==> src/rtl/pipeline_defs.sv <==
// Shared widths and control-bundle bit positions for the decode/execute
// pipeline stages.
package pipeline_defs;

    localparam int DATA_WIDTH    = 32;
    localparam int ADDRESS_SIZE  = 5;
    localparam int CONTROL_WIDTH = 12;
    localparam int COUNTER_WIDTH = 16;

    localparam logic [ADDRESS_SIZE-1:0] REGISTER_ZERO = '0;

    // Bit positions inside the opaque EX/MEM/WB control bundle
    localparam int CTRL_ALU_OP_LSB  = 0;
    localparam int CTRL_ALU_OP_MSB  = 3;
    localparam int CTRL_ALU_SRC     = 4;
    localparam int CTRL_SHIFT_IMM   = 5;
    localparam int CTRL_MEM_READ    = 6;
    localparam int CTRL_MEM_WRITE   = 7;
    localparam int CTRL_MEM_SIZE_LO = 8;
    localparam int CTRL_MEM_SIZE_HI = 9;
    localparam int CTRL_REG_WRITE   = 10;
    localparam int CTRL_MEM_TO_REG  = 11;

endpackage

==> src/rtl/hazard_detection_unit.sv <==
// Load-use hazard detector: a load sitting in EX whose destination is read
// by the instruction in decode forces a one-cycle stall.
module hazard_detection_unit
    import pipeline_defs::*;
#(
    parameter int ADDR_W = ADDRESS_SIZE
) (
    input  logic              id_valid_i,
    input  logic [ADDR_W-1:0] id_rs_address_i,
    input  logic [ADDR_W-1:0] id_rt_address_i,
    input  logic              id_uses_rs_i,
    input  logic              id_uses_rt_i,
    input  logic              ex_valid_i,
    input  logic              ex_is_load_i,
    input  logic [ADDR_W-1:0] ex_dest_address_i,
    input  logic              flush_i,
    output logic              hazard_o,
    output logic              id_stall_o
);

    logic rs_match;
    logic rt_match;
    logic load_in_ex;

    assign rs_match   = id_uses_rs_i && (id_rs_address_i == ex_dest_address_i);
    assign rt_match   = id_uses_rt_i && (id_rt_address_i == ex_dest_address_i);
    assign load_in_ex = ex_valid_i && ex_is_load_i
                        && (ex_dest_address_i != ADDR_W'(REGISTER_ZERO));

    assign hazard_o   = id_valid_i && load_in_ex && (rs_match || rt_match);
    assign id_stall_o = hazard_o && !flush_i;

endmodule

==> src/rtl/id_ex_stage.sv <==
// ID/EX pipeline register with writeback bypass, load-use bubble insertion,
// branch flush and a saturating load-use stall counter.
module id_ex_stage
    import pipeline_defs::*;
#(
    parameter int DATA_W  = DATA_WIDTH,
    parameter int ADDR_W  = ADDRESS_SIZE,
    parameter int CTRL_W  = CONTROL_WIDTH,
    parameter int COUNT_W = COUNTER_WIDTH
) (
    input  logic               system_clock,
    input  logic               system_reset_n,
    input  logic               id_valid,
    input  logic [ADDR_W-1:0]  id_rs_address,
    input  logic [ADDR_W-1:0]  id_rt_address,
    input  logic [ADDR_W-1:0]  id_dest_address,
    input  logic               id_uses_rs,
    input  logic               id_uses_rt,
    input  logic               id_is_load,
    input  logic [DATA_W-1:0]  id_immediate,
    input  logic [CTRL_W-1:0]  id_control,
    input  logic [DATA_W-1:0]  read_data_1,
    input  logic [DATA_W-1:0]  read_data_2,
    input  logic               wb_write_enable,
    input  logic [ADDR_W-1:0]  wb_write_address,
    input  logic [DATA_W-1:0]  wb_write_data,
    input  logic               flush,
    output logic               id_stall,
    output logic               ex_valid,
    output logic [DATA_W-1:0]  ex_operand_a,
    output logic [DATA_W-1:0]  ex_operand_b,
    output logic [DATA_W-1:0]  ex_immediate,
    output logic [ADDR_W-1:0]  ex_dest_address,
    output logic               ex_is_load,
    output logic [CTRL_W-1:0]  ex_control,
    output logic [COUNT_W-1:0] load_use_stall_count
);

    logic               valid_q, valid_d;
    logic [DATA_W-1:0]  op_a_q, op_a_d;
    logic [DATA_W-1:0]  op_b_q, op_b_d;
    logic [DATA_W-1:0]  imm_q, imm_d;
    logic [ADDR_W-1:0]  dest_q, dest_d;
    logic               load_q, load_d;
    logic [CTRL_W-1:0]  ctrl_q, ctrl_d;
    logic [COUNT_W-1:0] count_q, count_d;

    logic              hazard;
    logic              bypass_a_hit;
    logic              bypass_b_hit;
    logic [DATA_W-1:0] bypass_a;
    logic [DATA_W-1:0] bypass_b;

    // The register file writes on the edge, so a same-cycle write is not
    // yet visible on its read ports; register zero is never bypassed.
    assign bypass_a_hit = wb_write_enable
                          && (wb_write_address == id_rs_address)
                          && (id_rs_address != ADDR_W'(REGISTER_ZERO));
    assign bypass_b_hit = wb_write_enable
                          && (wb_write_address == id_rt_address)
                          && (id_rt_address != ADDR_W'(REGISTER_ZERO));
    assign bypass_a = bypass_a_hit ? wb_write_data : read_data_1;
    assign bypass_b = bypass_b_hit ? wb_write_data : read_data_2;

    hazard_detection_unit #(
        .ADDR_W(ADDR_W)
    ) u_hazard (
        .id_valid_i        (id_valid),
        .id_rs_address_i   (id_rs_address),
        .id_rt_address_i   (id_rt_address),
        .id_uses_rs_i      (id_uses_rs),
        .id_uses_rt_i      (id_uses_rt),
        .ex_valid_i        (valid_q),
        .ex_is_load_i      (load_q),
        .ex_dest_address_i (dest_q),
        .flush_i           (flush),
        .hazard_o          (hazard),
        .id_stall_o        (id_stall)
    );

    always_comb begin
        valid_d = valid_q;
        op_a_d  = op_a_q;
        op_b_d  = op_b_q;
        imm_d   = imm_q;
        dest_d  = dest_q;
        load_d  = load_q;
        ctrl_d  = ctrl_q;
        count_d = count_q;
        if (flush) begin
            valid_d = 1'b0;
            ctrl_d  = '0;
            load_d  = 1'b0;
            dest_d  = '0;
        end else if (hazard) begin
            valid_d = 1'b0;
            ctrl_d  = '0;
            load_d  = 1'b0;
            dest_d  = '0;
            if (count_q != {COUNT_W{1'b1}}) begin
                count_d = count_q + {{(COUNT_W-1){1'b0}}, 1'b1};
            end
        end else begin
            valid_d = id_valid;
            op_a_d  = bypass_a;
            op_b_d  = bypass_b;
            imm_d   = id_immediate;
            ctrl_d  = id_valid ? id_control      : '0;
            load_d  = id_valid ? id_is_load      : 1'b0;
            dest_d  = id_valid ? id_dest_address : '0;
        end
    end

    always_ff @(posedge system_clock or negedge system_reset_n) begin
        if (!system_reset_n) begin
            valid_q <= 1'b0;
            op_a_q  <= '0;
            op_b_q  <= '0;
            imm_q   <= '0;
            dest_q  <= '0;
            load_q  <= 1'b0;
            ctrl_q  <= '0;
            count_q <= '0;
        end else begin
            valid_q <= valid_d;
            op_a_q  <= op_a_d;
            op_b_q  <= op_b_d;
            imm_q   <= imm_d;
            dest_q  <= dest_d;
            load_q  <= load_d;
            ctrl_q  <= ctrl_d;
            count_q <= count_d;
        end
    end

    assign ex_valid             = valid_q;
    assign ex_operand_a         = op_a_q;
    assign ex_operand_b         = op_b_q;
    assign ex_immediate         = imm_q;
    assign ex_dest_address      = dest_q;
    assign ex_is_load           = load_q;
    assign ex_control           = ctrl_q;
    assign load_use_stall_count = count_q;

endmodule

==> config.mk <==
export PLATFORM = sky130hd
export DESIGN_NAME = id_ex_stage
export DESIGN_NICKNAME = d
export VERILOG_FILES = /design/src/rtl/pipeline_defs.sv /design/src/rtl/hazard_detection_unit.sv /design/src/rtl/id_ex_stage.sv
export SDC_FILE = /design/constraint.sdc
export NUM_CORES = 1
export LEC_CHECK = 0
export CORE_MARGIN = 10
export CORE_UTILIZATION = 40
export DETAILED_ROUTE_END_ITERATION = 6
export HOLD_SLACK_MARGIN = 0.02
export PLACE_DENSITY = 0.81
export SLEW_MARGIN = 20
export SYNTH_ARGS = -nofsm -noshare
export SYNTH_HDL_FRONTEND = slang
export SYNTH_SLANG_ARGS = --single-unit
==> constraint.sdc <==
create_clock -name system_clock -period 2.7 [get_ports system_clock]
set_input_delay 0.54 -clock system_clock [delete_from_list [all_inputs] [get_ports system_clock]]
set_output_delay 0.54 -clock system_clock [all_outputs]
set_load 0.02 [all_outputs]
Word level (Yosys, flattened, before mapping)
Index checks and enable logic that the tools add are counted.
- add/subtract/negate cells: 1
- multiply operators: 0
- div/mod/pow operators: 0
- $lt $le $gt $ge: 0
- equality and inequality tests: 5
- shift-type cells: 0
- mux-type cells: 13
- bitwise gates (word level): 2
- reduce and logical (&&, ||, !) cells: 18
- operators with widths (operator ; number):
    $mux W32 ; 2
    $mux W12 ; 3
    $eq A5 B5 Y1 ; 4
    $add A16 B1 Y16 const B ; 1
    $ne A16 B16 Y1 const B ; 1
    $mux W5 ; 3
    $reduce_bool A5 Y1 ; 3
    $logic_and A1 B1 Y1 ; 11
    $mux W1 ; 5
    $reduce_and A3 Y1 ; 1
    $not A1 Y1 ; 2
    $reduce_and A2 Y1 ; 1
    $logic_not A1 Y1 ; 1
    $logic_or A1 B1 Y1 ; 1
- register bits after elaboration: 131
- bits in latches: 0
- RAM bits: 0
- ROM bits: 0
- input port bits: 168
- output and inout bits: 132
- logic and storage cells: 47
- memories kept: 0

Longest topological paths before layout
- depth after elaboration: 6
- depth in mapped cells: 8
- gate-level depth less buffers: 7

Modules after synthesis
From an unflattened synthesis, not the netlist that was laid out.
- cells, all modules: 567
- area total of the unflattened synthesis: 5677.9 um2
- modules (own cells, without submodules) (module ; instances ; cells each ; area each (um2)):
    id_ex_stage ; 1 ; 547 ; 5527.8
    hazard_detection_unit ; 1 ; 20 ; 150.1

Worst setup path after synthesis
No wires, ideal clock.
- path type: flip-flop to flip-flop
- from: register count_q[0] (netlist: load_use_stall_count[0])
- to: register count_q[1] (netlist: load_use_stall_count[1])
- setup time: 0.128 ns
- arrival time: 1.982 ns
- required time: 2.572 ns
- setup slack: 0.591 ns
- cell stages (with the launch flop): 8
- cells stage by stage: dfrtp_1 ha_1 nand3_1 or2_0 clkbuf_1 or3_4 nand4b_4 mux2_1
- cells in the longest elaborated chain, start to end: 2
- elaborated cells on any way between the ends: 3
- RTL lines (element ; line ; text):
    from (decl) ; id_ex_stage.sv:46 ; logic [COUNT_W-1:0] count_q, count_d;
    from (signal assigned) ; id_ex_stage.sv:132 ; count_q <= count_d;
    branches (longest 2 deep; another with $add A16 B1 Y16) ; - ;
Several ways; the timed one is not identified.
A chain may end at the register's enable or synchronous reset.

Worst setup path in the final report
- from: input id_rs_address[1]
- to: output id_stall
- cells in the longest elaborated chain, start to end: 5
- RTL lines (element ; line ; text):
    from (decl) ; id_ex_stage.sv:14 ; input logic [ADDR_W-1:0] id_rs_address,
    $eq A5 B5 Y1 ; hazard_detection_unit.sv:25 ; assign rs_match = id_uses_rs_i && (id_rs_address_i == ex_dest_address_i);
    $logic_and A1 B1 Y1 ; hazard_detection_unit.sv:25 ;
    $logic_or A1 B1 Y1 ; hazard_detection_unit.sv:30 ; assign hazard_o = id_valid_i && load_in_ex && (rs_match || rt_match);
    $logic_and A1 B1 Y1 ; hazard_detection_unit.sv:30 ;
    $logic_and A1 B1 Y1 ; hazard_detection_unit.sv:31 ; assign id_stall_o = hazard_o && !flush_i;
    to (decl) ; id_ex_stage.sv:28 ; output logic id_stall,
No other way between the ends.

==> metrics.yaml <==
sta:
  max_freq_mhz: 387.5
  slew_violations: 0
  tightest_slew_ps: 472.5
  slew_headroom_pct: 68.50
  period_needed_ps: 2580
  skew_ps: 12.86
  fin_ws_ps: 119.6
  rsz0062_at_grt: "false"
  hold_viol: 0
  setup_viol: 0
  min_period_over_period_pct: 95.57
route:
  via_count: 5097
  routedWlPerCell_um: 20.35
  top_layer: "met4"
  ant_nets: 0
  dr.pass1.iters: 4
  drt-initial-drc-count: 223
  dr_wl_met2_mm: 10.80
  totalWireLength_mm: 20.54
  met1Wirelength_mm: 7.260
  wl_met3_mm: 1.962
  drcViolationCount: 0
  vias_per_cell: 5.052
status:
  status: "completed"
synth:
  synth_cells: 496
  netlist_area_sq_um: 5828
  synth_fp_nets: 665
  synth_top_area_share_pct: 56.25
  syn_area_per_cell_sq_um: 11.75
  synth_edf_count: 0
  synth-seq-cells: 131
  yosys-top-cells-area: "dfrtp_1 56%, mux2i_1 11%, mux2_2 6.4%"
  yosys_warnings: 0
  synth_top_cell_by_area: "dfrtp_1"
  ys_seq_area_share_pct: 56.25
  synth_cell_types: 36
  synthArstFlopShare_pct: 100.0
  yosysMostFrequentCell: "dfrtp_1"
  ys_top_cells_by_count: "131 x dfrtp_1, 69 x nor2_1, 66 x a21oi_1, 64 x mux2i_1, 33 x mux2_2"
  synthFlopType: "dfrtp_1"
cts:
  h-tree-depth: 4
  cts_buffers: 17
  clock-sinks: 131
  clock_latency_ps: 410
  clk_pin_slew_ps: 60
  postCtsHoldBufs: 0
  cts_tree: "built"
  root_buffer: "clkbuf_16"
  cts_setup_buffers: 0
  ctsLongestPathBuffers: 2
power_and_ir_drop:
  switching_share_pct: 25.80
  power_frac_comb_pct: 20.2
  ir_worst_vdd_v: 0.0004279
  power_leakage_nw: 3.997
  p_int_w: 0.004268
  power_switching_w: 0.001484
  clock_power_share_pct: 41.6
  power.sequential.fraction_pct: 38.2
  power_density_nw_per_um2: 586.9
placed_design:
  finalWeightedCongestion: 1.008
  hpwlAfterDp_mm: 16.00
  pre_cts_ws_ps: -197.8
  io_buffers: 299
  dp.cells: 976
grt:
  antenna_found_initial: 1
  grt_overflow_total: 0
  grt_max_degree: 86
  grt_pass1_wl_mm: 32.04
  grt_pass1_vias: 5709
  track_usage_pct: 20.64
worst_setup_path:
  critPathKind: "in -> out"
  worstPathArrival_ps: 2040
  r2r_start: "load_use_stall_count[0]$_DFFE_PN0P_"
  r2r-end: "load_use_stall_count[1]$_DFFE_PN0P_"
  crit_fanout: 2
  end_kind: "output pin"
  worst_setup_path_start_kind: "input port"
  r2r_cells: 6
  reg2reg_slack_ps: 520
  required_ps: 2160
run:
  maxCapViolCount: 0
finish:
  final_cells: 1009
  nNetsFinal: 980
  layout-drive-gt1-share_pct: 12.62
  area_growth_pct: 68.16
floorplanning:
  ios: 300
  die_x_um: 140.7
  die_h_um: 140.7
  dieArea_sq_um: 19800
  rows: 44
  core_area_sq_um: 14420
  start_util_pct: 40.41
worst_hold_path:
  hp-class: "in -> async"
through the flow:
step / setup TNS, ps / power (W) / area [sq um] / util, % / hold slack, ps
4_1_cts: 0 / 0.005800 / 9797 / 67.92 / 76.41
5_1_grt: 0 / 0.005988 / 9801 / 67.95 / 85.16
2_1_floorplan: 0 / 0.002658 / 5828 / - / 244.4
3_3_place_gp: -204.1 / 0.003369 / 9176 / 63.62 / 475.5
3_5_place_dp: -197.8 / 0.003399 / 9176 / 63.62 / 495.6
6_report: 0 / 0.005752 / 9801 / 67.95 / 77.58
power by group through the flow:
stage / clock network (W) / logic (W) / registers, W
CTS: 0.00242 / 0.00118 / 0.00220
finish: 0.00239 / 0.00116 / 0.00220
detailed placement: 0 / 0.00117 / 0.00223
global placement: 0 / 0.00115 / 0.00222
floorplan: 0 / 0.000245 / 0.00241
global route: 0.00253 / 0.00124 / 0.00222
how the worst max path moves through the flow:
| stage | start | to | cells past startpoint |
|---|---|---|---|
| 6_report | id_rs_address[1] | id_stall | 7 |
| 5_1_grt | id_rs_address[1] | id_stall | 7 |
| 4_1_cts | id_rs_address[1] | id_stall | 7 |
| 3_5_place_dp | id_rs_address[1] | id_stall | 7 |
| 3_3_place_gp | id_rs_address[4] | id_stall | 7 |
| 2_1_floorplan | load_use_stall_count[0]$_DFFE_PN0P_ | load_use_stall_count[1]$_DFFE_PN0P_ | 7 |
cells in the final DEF, fill, tap and decap left out, drive strengths merged, types with 6 or more instances in the layout:
cell type / count
buf: 27
xnor2: 16
nand3: 8
clkinv: 6
clkbuf: 21
nor4: 8
nor2: 71
mux2: 34
nor3: 7
nand2: 7
a21oi: 68
mux2i: 64
dfrtp: 131
and3: 20
xor2: 16
clkdlybuf4s50: 297
cell families (layout without fill, tap and decap cells):
kind of cell | Yosys count | after routing | share of synthesized area [%]
AND/OR/NAND/NOR | 133 | 133 | 11.91
flip-flops | 131 | 131 | 56.25
multiplexers | 98 | 98 | 17.56
AO/OA/AOI/OAI | 69 | 69 | 6.441
XOR/XNOR | 32 | 32 | 4.809
buffers and inverters | 32 | 360 | 2.812
adder cells (fa/ha/maj) | 1 | 1 | 0.2147
other | 0 | 1 | 0
metal layers:
metal	global-route usage (%)	vias up
met5	0	-
met3	9.473	32
li1	-	2366
met4	7.826	0
met2	36.16	203
met1	20.99	2496
worst max-delay path, stage by stage:
cell,delay [ps]
clkdlybuf4s50_1,490
xnor2_1,130
nand4_1,160
o22ai_4,240
nand2_4,70
nor2_1,90
clkdlybuf4s15_1,310
area by class of cell:
type / count / area, sq um
antenna: 1 / 2.502
clock buffer: 21 / 470.5
clock inverter: 11 / 151.4
fill: 1067 / 4623
inverter: 3 / 11.26
multi-input combinational: 333 / 2396
sequential: 131 / 3278
tap: 184 / 230.2
timing repair buffer: 325 / 3261
sequential cells by signal, indices dropped and copies added, names as in the netlist:
register and flops:
ex_immediate 32, ex_operand_a 32, ex_operand_b 32, load_use_stall_count 16
ex_control 12, ex_dest_address 5, ex_is_load 1, ex_valid 1
repair_timing:
action	in CTS	in global routing
endpoints found under the hold margin	0	0
gates cloned	0	0
resized for setup	1	1
endpoints found under the setup margin	1	1
Note: power is estimated with default switching activity, not from simulation.
==> RTL change, RTL diff (same flow settings) <==
`COUNTER_WIDTH`: 16 -> 32.
--- a/src/rtl/pipeline_defs.sv
+++ b/src/rtl/pipeline_defs.sv
@@ -7,3 +7,3 @@
     localparam int CONTROL_WIDTH = 12;
-    localparam int COUNTER_WIDTH = 16;
+    localparam int COUNTER_WIDTH = 32;
 
Ports: changed (resized load_use_stall_count); port bits go from 300 to 316. No check against the original RTL was run, so the function may have changed too.
==> RTL change against the original RTL <==
  * Power is 2.8% higher
  * Setup slack gained 0.081 ns
  * Routed wire length rose by 10%
  * Highest routed layer unchanged
  * Final area increased by 10%
  * Synthesized cell count grew 16%
  * Die area is 11% higher
  * Area after synthesis up 13%
  * Critical endpoint is now ex_operand_b[22]
  * Critical path type is now reg -> reg
  * Sequential cell count is 16 higher
==> RTL change: results (changes against the original RTL) <==
Crit path from = ex_dest_address[2]
Synth Instances = 577 (+16%)
GP Congestion = 0.943 (-6.5%)
Synth top cells by count = dfrtp_1, nor2_1, a21oi_1
Hpwl dp = 18,100 um (+13%)
VDD IR max = 390 uV (-8.8%)
Status = finished clean
DRT iter0 DRCs = 174 (-22%)
Filler Cells Inserted = 1,242 (+16%)
Initial antenna violation count = 0 (-1)
Via count = 5,732 (+12%)
Antenna Cells = 0 (-1)
Total wire length = 22,600 um (+10%)
Final Net Count = 1,088 (+11%)
Post-Synth XOR/XNOR Area = 6.40% (+1.6 points)
Routed length per instance = 19.7 um (-3.2%)
Clock skew = 0.0113 ns (-0.00159 ns)
Dpl ws = -0.229 ns (-0.0310 ns)
Vias in the first global route = 6,222 (+9.0%)
Drt first pass iters = 5 (+1)
Area after DPL = 10,200 um^2 (+12%)
Total track usage = 20.1% (-0.58 points)
CP peak stage delay = 0.55 ns (+0.06 ns)
Worst EP arrival = 2.83 ns (+0.79 ns)
Post-synthesis mux area share = 15.4% (-2.1 points)
Post-synth cell types = 32 (-11%)
-- RTL change: logic make-up after synthesis --
group           after synthesis
simple gates                179
flops                       147
mux                          97
compound gates               71
xor+xnor                     48
buf+inv                      34
fa+ha+maj                     1
-- RTL change: layer usage --
layer | wire length (um) | GRT usage, % | part of all wire, % | vias up
met2 | 11500 | 35.5 | 51 | 228
met3 | 2420 | 10.0 | 11 | 26
met4 | 431 | 6.10 | 1.9 | 0
met5 | 0 | 0 | 0 | -
met1 | 8220 | 20.2 | 36 | 2759
li1 | - | - | - | 2719
-- RTL change: path summary, 6_finish.rpt --
check	to	slack, ns
setup / recovery	ex_operand_b[22]	0.20
hold / removal	ex_operand_a[27]	0.10
setup reg to reg	ex_operand_b[22]	0.20
hold reg to reg	load_use_stall_count[27]	0.50
max in group asynchronous	ex_operand_a[15]	1.87
min in group system_clock	load_use_stall_count[27]	0.50
-- RTL change: timing repair --
item	in CTS	in global routing
gates resized for setup	1	2
setup endpoints to repair	1	1
pin swaps	0	0
gates cloned	0	0
hold buffers	0	0
-- RTL change: worst max-delay path: cells and delay by family, from the launching register on --
family	cells	cell delay, ns
buffers and inverters	3	0.70
and+or+nand+nor	2	0.64
AOI/OAI and AO/OA	3	0.60
DFF	1	0.46
-- RTL change: area by class of cell --
class                      count  share of cell area [%]
clock buffer                  20                    4.22
clock inverter                11                    1.20
inverter                       4                   0.139
multi-input combinational    396                    25.3
sequential                   147                    34.0
tap                          216                    2.50
timing repair buffer         353                    32.6
-- RTL change: power groups by stage --
stage / Clock (mW) / Combinational [mW] / Sequential [mW]
after floorplan: 0 / 0.241 / 2.66
after global placement: 0 / 1.16 / 2.46
after detailed placement: 0 / 1.17 / 2.47
after CTS: 2.37 / 1.18 / 2.44
after global routing: 2.46 / 1.24 / 2.45
final: 2.32 / 1.16 / 2.44
